===== src/rtl/sat_counter.sv =====
// Saturating up-counter with synchronous clear; clear takes priority over increment.
module sat_counter #(
  parameter int unsigned W = 16
) (
  input  logic         clk,
  input  logic         rst,
  input  logic         inc,
  input  logic         clr,
  output logic [W-1:0] count
);

  always_ff @(posedge clk) begin
    if (rst || clr) begin
      count <= '0;
    end else if (inc && (count != '1)) begin
      count <= count + 1'b1;
    end
  end

endmodule


===== config.mk =====
export PLATFORM = sky130hd
export DESIGN_NAME = sat_counter
export DESIGN_NICKNAME = d
export VERILOG_FILES = /design/src/rtl/sat_counter.sv
export SDC_FILE = /design/constraint.sdc
export NUM_CORES = 1
export LEC_CHECK = 0
export CAP_MARGIN = 30
export CORE_UTILIZATION = 35
export CTS_CLUSTER_SIZE = 24
export DETAILED_ROUTE_END_ITERATION = 8
export GPL_ROUTABILITY_DRIVEN = 0
export HOLD_SLACK_MARGIN = 0.1
export SLEW_MARGIN = 10
export SYNTH_ARGS = -nofsm -noshare
export SYNTH_HDL_FRONTEND = slang
export SYNTH_SLANG_ARGS = --single-unit

===== constraint.sdc =====
create_clock -name clk -period 1.7 [get_ports clk]
set_input_delay 0.34 -clock clk [delete_from_list [all_inputs] [get_ports clk]]
set_output_delay 0.34 -clock clk [all_outputs]
set_load 0.01 [all_outputs]

==> results.ini, run 1 <==
[critical_path]
regToRegSetupSlack_ps=60
crit_start=count[4]
reg2reg_to=count[5]
worst-path-max-fanout=4
worstSetupEndpoint=count[4]
end_kind=output port
r2r_start=count[7]
arrival_ps=1310
required_ps=1360
critPathKind=flop to output port
reg2reg_depth=4
startpoint_type=flop

[timing]
clock_skew_ps=6.421
worst_pin_slew_ps=415.9
fin_crit_sh=0.9724
hold_viol=0
fmax_mhz=605.0
slew_headroom=0.7218
finalMaxSlewViolations=0
rsz0062_at_grt=yes
setup_viol=0
whs_ps=496.3
period_needed_ps=1653

[synth]
ys_seq_area_frac=0.3781
ys_warn_count=0
avgSynthCellArea_um2=8.916
synth-seq-cells=16
synthFlopType=dfxtp_1
syn_inst=95
syn_area_um2=847.1
syn_nets=100
synthDistinctLibCells=30
async_flop_share=0
synth-edff-count=0

[finish]
largest_register_ffs=16
drive_above_1_share=0.3433
fillCellCount=225
fin_cells=162
seqCellArea_um2=334.1
top_register=count
final_core_util=0.5777
multi_input_area_um2=561.8
diodes=0
top_regs=count: 16 flops
nets=141
areaGrowthSynthToFinish_pct=53.77
fin_area_um2=1303

[die]
die_w_um=51.20
core_um2=2255
row_count=17
ioPinCount=20
die-area_um2=2621
chipHeight_um=51.20
start_util=0.3757

[route]
drtIter0Drc=13
drt-vias-per-instance=5.586
wl_per_cell_um=13.71
drtPass1Iterations=2
drc=0
routed_wl_um=2221
num_vias=905
ant_nets=0

[outcome]
status=completed

[power_and_ir_drop]
peakVddDrop_mv=0.3694
leakagePower_uw=0.0005315
p_total_uw=614.6
power_density_nw_per_um2=471.9

[clocking]
cts_buffers=3
cts_tree=yes
cts_root_buffer=clkbuf_4
ctsLongestPathBuffers=2
cts_max_level=1
clk_latency_ps=280
clock-sinks=16
clkTransAtPathRegs_ps=90

[global_route]
grt_pass1_vias=857
grt_use_total=0.1870
grt_pass1_wl_um=3622
grt_overflow=0
antenna_found_initial=0
grt_start_max_net_pins=16

[placement]
placed_area_um2=1187
place.detailed.hpwl_um=1567
dp.cells=156
io_buffers=19

[worst_hold_path]
hold_class=flop to flop
hold_depth=2

[flow_run]
maxCapViolations=0

==> worst min path at each step <==
stage	endpoint	slack, ps	start
6_report	count[15]	500	count[15]
5_1_grt	count[15]	530	count[15]
3_5_place_dp	count[15]	520	count[15]
3_3_place_gp	count[15]	510	count[15]
4_1_cts	count[15]	530	count[15]
2_1_floorplan	count[1]	500	inc
==> cells in the mapped netlist (2+ instances only) <==
cell type | n | area, um2
a21oi_1 | 9 | 45.04
a31oi_1 | 3 | 18.77
a41o_1 | 4 | 40.04
and2_1 | 2 | 12.51
and4_1 | 4 | 35.03
clkbuf_1 | 2 | 7.510
dfxtp_1 | 16 | 320.3
nand2_1 | 6 | 22.52
nand3_1 | 5 | 25.02
nand4_1 | 5 | 31.28
nor2_1 | 7 | 26.28
o21ai_0 | 5 | 25.02
o31ai_1 | 3 | 22.52
or3_1 | 5 | 31.28
or4_1 | 3 | 22.52
xor2_1 | 2 | 17.52
==> per-stage QoR <==
step / setup WS [ps] / setup TNS, ps
after floorplan: 28.18 / 0
after global placement: -68.70 / -280.4
after detailed placement: -102.7 / -465.2
after CTS: 3.820 / 0
after global routing: -37.43 / -63.52
final: 46.97 / 0
==> kinds of logic after synthesis <==
logic type | Yosys count | synth area share
simple gates | 44 | 0.3382
compound gates | 27 | 0.2186
flops | 16 | 0.3781
buf+inv | 4 | 0.01920
xor+xnor | 3 | 0.03102
fa+ha+maj | 1 | 0.01477
==> repair_timing <==
| item | CTS | global route |
|---|---|---|
| setup buffers | 0 | 3 |
| resized for setup | 3 | 20 |
| cloned | 0 | 0 |
| hold buffers | 0 | 0 |
| pin swaps | 0 | 6 |
| endpoints found under the setup margin | 3 | 18 |
==> area by class of cell <==
type / count / share of cell area
Sequential cell: 16 / 0.2565
Timing Repair Buffer: 39 / 0.2651
Inverter: 1 / 0.002882
Multi-Input combinational cell: 75 / 0.4313
Tap cell: 28 / 0.02690
Clock buffer: 3 / 0.01729
==> worst max-delay path: stages (launching register included) <==
cell	delay (ps)
dfxtp_4	380
buf_4	130
clkdlybuf4s50_1	520
==> per-layer routing <==
metal | vias to the layer above | global-route usage | part of all wire
met5 | - | 0 | 0
met4 | 0 | 0.09722 | 0.011
met3 | 4 | 0.04167 | 0.023
met2 | 12 | 0.3026 | 0.50
met1 | 432 | 0.2292 | 0.46
li1 | 457 | - | -
==> where the power goes <==
part / internal (uW) / total, uW / switching [uW]
Combinational: 19.1 / 39.1 / 20.0
Sequential: 375 / 377 / 1.82
Clock: 82.2 / 199 / 117
==> layout by cell type, fill, tap and decap left out, types with 2 or more instances in the layout <==
cell,synthesis,final
buf_4,0,20
clkdlybuf4s50_1,0,17
dfxtp_2,0,8
nor2_1,7,7
a21oi_1,9,7
dfxtp_1,16,7
nand2_1,6,6
nand4_1,5,5
and4_1,4,4
a41o_1,4,4
nand3_1,5,4
or3_1,5,4
o21ai_0,5,3
o31ai_1,3,3
or4_1,3,3
a31oi_1,3,3
clkbuf_4,0,3
xor2_1,2,2
and2_1,2,2
o21ai_1,0,2
a21oi_2,0,2
dlymetal6s2s_1,0,2
(Power assumes the default switching activity.)
==> inputs of run 2 (changes only) <==
--- a/config.mk
+++ b/config.mk
@@ -11,6 +11,7 @@
 export DETAILED_ROUTE_END_ITERATION = 8
 export GPL_ROUTABILITY_DRIVEN = 0
 export HOLD_SLACK_MARGIN = 0.1
+export PLACE_DENSITY = 0.65
 export SLEW_MARGIN = 10
 export SYNTH_ARGS = -nofsm -noshare
 export SYNTH_HDL_FRONTEND = slang
==> results.ini, run 2 (synthesis results as in run 1) <==
[outcome]
status=completed

[route]
drc=0  ; unchanged
drtIter0Drc=7  ; -6
met3_length_um=76  ; +52%
wl_met2_um=1047  ; -6.5%
met1_length_um=981  ; -4.2%
ant_nets=0  ; unchanged
drtPass1Iterations=4  ; +2
dr.max_layer_used=met4
num_vias=897  ; -0.88%
routed_wl_um=2120  ; -4.5%
wl_per_cell_um=13.01  ; -5.1%
drt-vias-per-instance=5.503  ; -1.5%

[flow_run]
maxCapViolations=0  ; unchanged

[die]
die_w_um=51.20  ; unchanged
chipHeight_um=51.20  ; unchanged
ioPinCount=20  ; unchanged
die-area_um2=2621  ; unchanged
start_util=0.3757  ; unchanged
row_count=17  ; unchanged
core_um2=2255  ; unchanged

[timing]
finalMaxSlewViolations=0  ; unchanged
hold_viol=0  ; unchanged
fmax_mhz=602.2  ; -0.46%
slew_headroom=0.7153  ; -0.006473
clock_skew_ps=2.392  ; -4.029 ps
whs_ps=556.8  ; +60.48 ps
setup_viol=0  ; unchanged
fin_crit_sh=0.9769  ; +0.004494
worst_pin_slew_ps=425.6  ; +9.676 ps
rsz0062_at_grt=yes
period_needed_ps=1661  ; +7.639 ps

[global_route]
grt_pass1_vias=812  ; -5.3%
grt_overflow=0  ; unchanged
grt_use_total=0.1824  ; -0.004646
antenna_found_initial=0  ; unchanged
grt_start_max_net_pins=16  ; unchanged
grt_pass1_wl_um=3594  ; -0.77%

[power_and_ir_drop]
power_density_nw_per_um2=475.1  ; +0.69%
leakagePower_uw=0.0005146  ; -3.2%
peakVddDrop_mv=0.3406  ; -7.8%

[clocking]
clkTransAtPathRegs_ps=90  ; about the same
cts_hold_buf=0  ; unchanged
clock-sinks=16  ; unchanged
cts_buffers=3  ; unchanged
ctsLongestPathBuffers=2  ; unchanged
cts_tree=yes
cts_max_level=1  ; unchanged
cts_root_buffer=clkbuf_4
clk_latency_ps=280  ; about the same

[finish]
seqCellArea_um2=332.8  ; -0.37%
most-common-layout-cells=21 x buf_4, 18 x clkdlybuf4s50_1, 10 x dfxtp_2
fillCellCount=223  ; -0.89%
nets=142  ; +0.71%
top_regs=count: 16 flops
drive_above_1_share=0.3259  ; -0.01736
largest_register_ffs=16  ; unchanged
areaGrowthSynthToFinish_pct=51.99
multi_input_area_um2=543.0  ; -3.3%
final_common_cell=buf_4
fin_area_um2=1287  ; -1.2%
top_register=count
diodes=0  ; unchanged

[critical_path]
worst-path-max-fanout=4  ; unchanged
required_ps=1360  ; about the same
slowest_delay_ps=520  ; about the same
crit_buf_inv=2  ; unchanged
slowest_stage=clkdlybuf4s50_1
end_kind=output port
startpoint_type=flop
cp_top_family=buffers and inverters
critPathKind=flop to output port
arrival_ps=1320  ; about the same
path_cells=buf_4 > clkdlybuf4s50_1

[placement]
placed_area_um2=1172  ; -1.3%
io_buffers=19  ; unchanged
place.detailed.hpwl_um=1509  ; -3.7%

[worst_hold_path]
hold_class=flop to flop

run 2: cell count changes in the layout (fill, tap and decap cells not counted), sizes merged:
cell,delta
clkdlybuf4s50,+1
dlymetal6s2s,-1
buf,+1
run 2: repair_timing:
action                     CTS  global route
setup buffers                0             6
setup endpoints to repair    3            13
gates resized for setup      3            14
pin swaps                    0             4
run 2: worst register-to-register path, stage by stage (launching register included):
cell	delay (ps)
dfxtp_2	360
ha_4	150
buf_4	110
nand4_1	160
a41o_1	290
or3_1	370
a21oi_2	140
run 2: final timing paths:
check	endpoint	slack, ps	depth (start not counted)	start
setup / recovery	count[4]	40	2	count[4]
hold / removal	count[11]	560	2	count[11]
setup reg to reg	count[6]	70	6	count[0]
hold reg to reg	count[11]	560	2	count[11]
run 2: area by class of cell:
type / instances / share of cell area
clock buffer: 3 / 0.01749
inverter: 1 / 0.002915
timing repair buffer: 40 / 0.2721
tap: 28 / 0.02721
multi-input combinational: 75 / 0.4218
sequential: 16 / 0.2585
run 2: through the flow:
step                worst slack, ps  cells  utilization  setup TNS [ps]  power [uW]
finish                        39.33    163       0.5710               0       611.7
global route                 -23.64    163       0.5710          -54.25       642.3
CTS                           12.66    157       0.5377               0       616.2
detailed placement           -112.2    154       0.5200          -404.1       422.4
global placement             -76.10    154       0.5200          -284.0       421.9
floorplan                     28.18     95            -               0       401.8
run 2: where the power goes:
part	total (uW)	switching (uW)	internal [uW]
clock	194	112	82.1
combinational	39.5	20.0	19.4
sequential	378	1.77	376
total	612	134	478
run 2: routing by layer:
layer | up-vias | track usage
met3 | 2 | 0.02976
met4 | 0 | 0.08333
li1 | 460 | -
met1 | 421 | 0.2396
met5 | - | 0
met2 | 14 | 0.2895
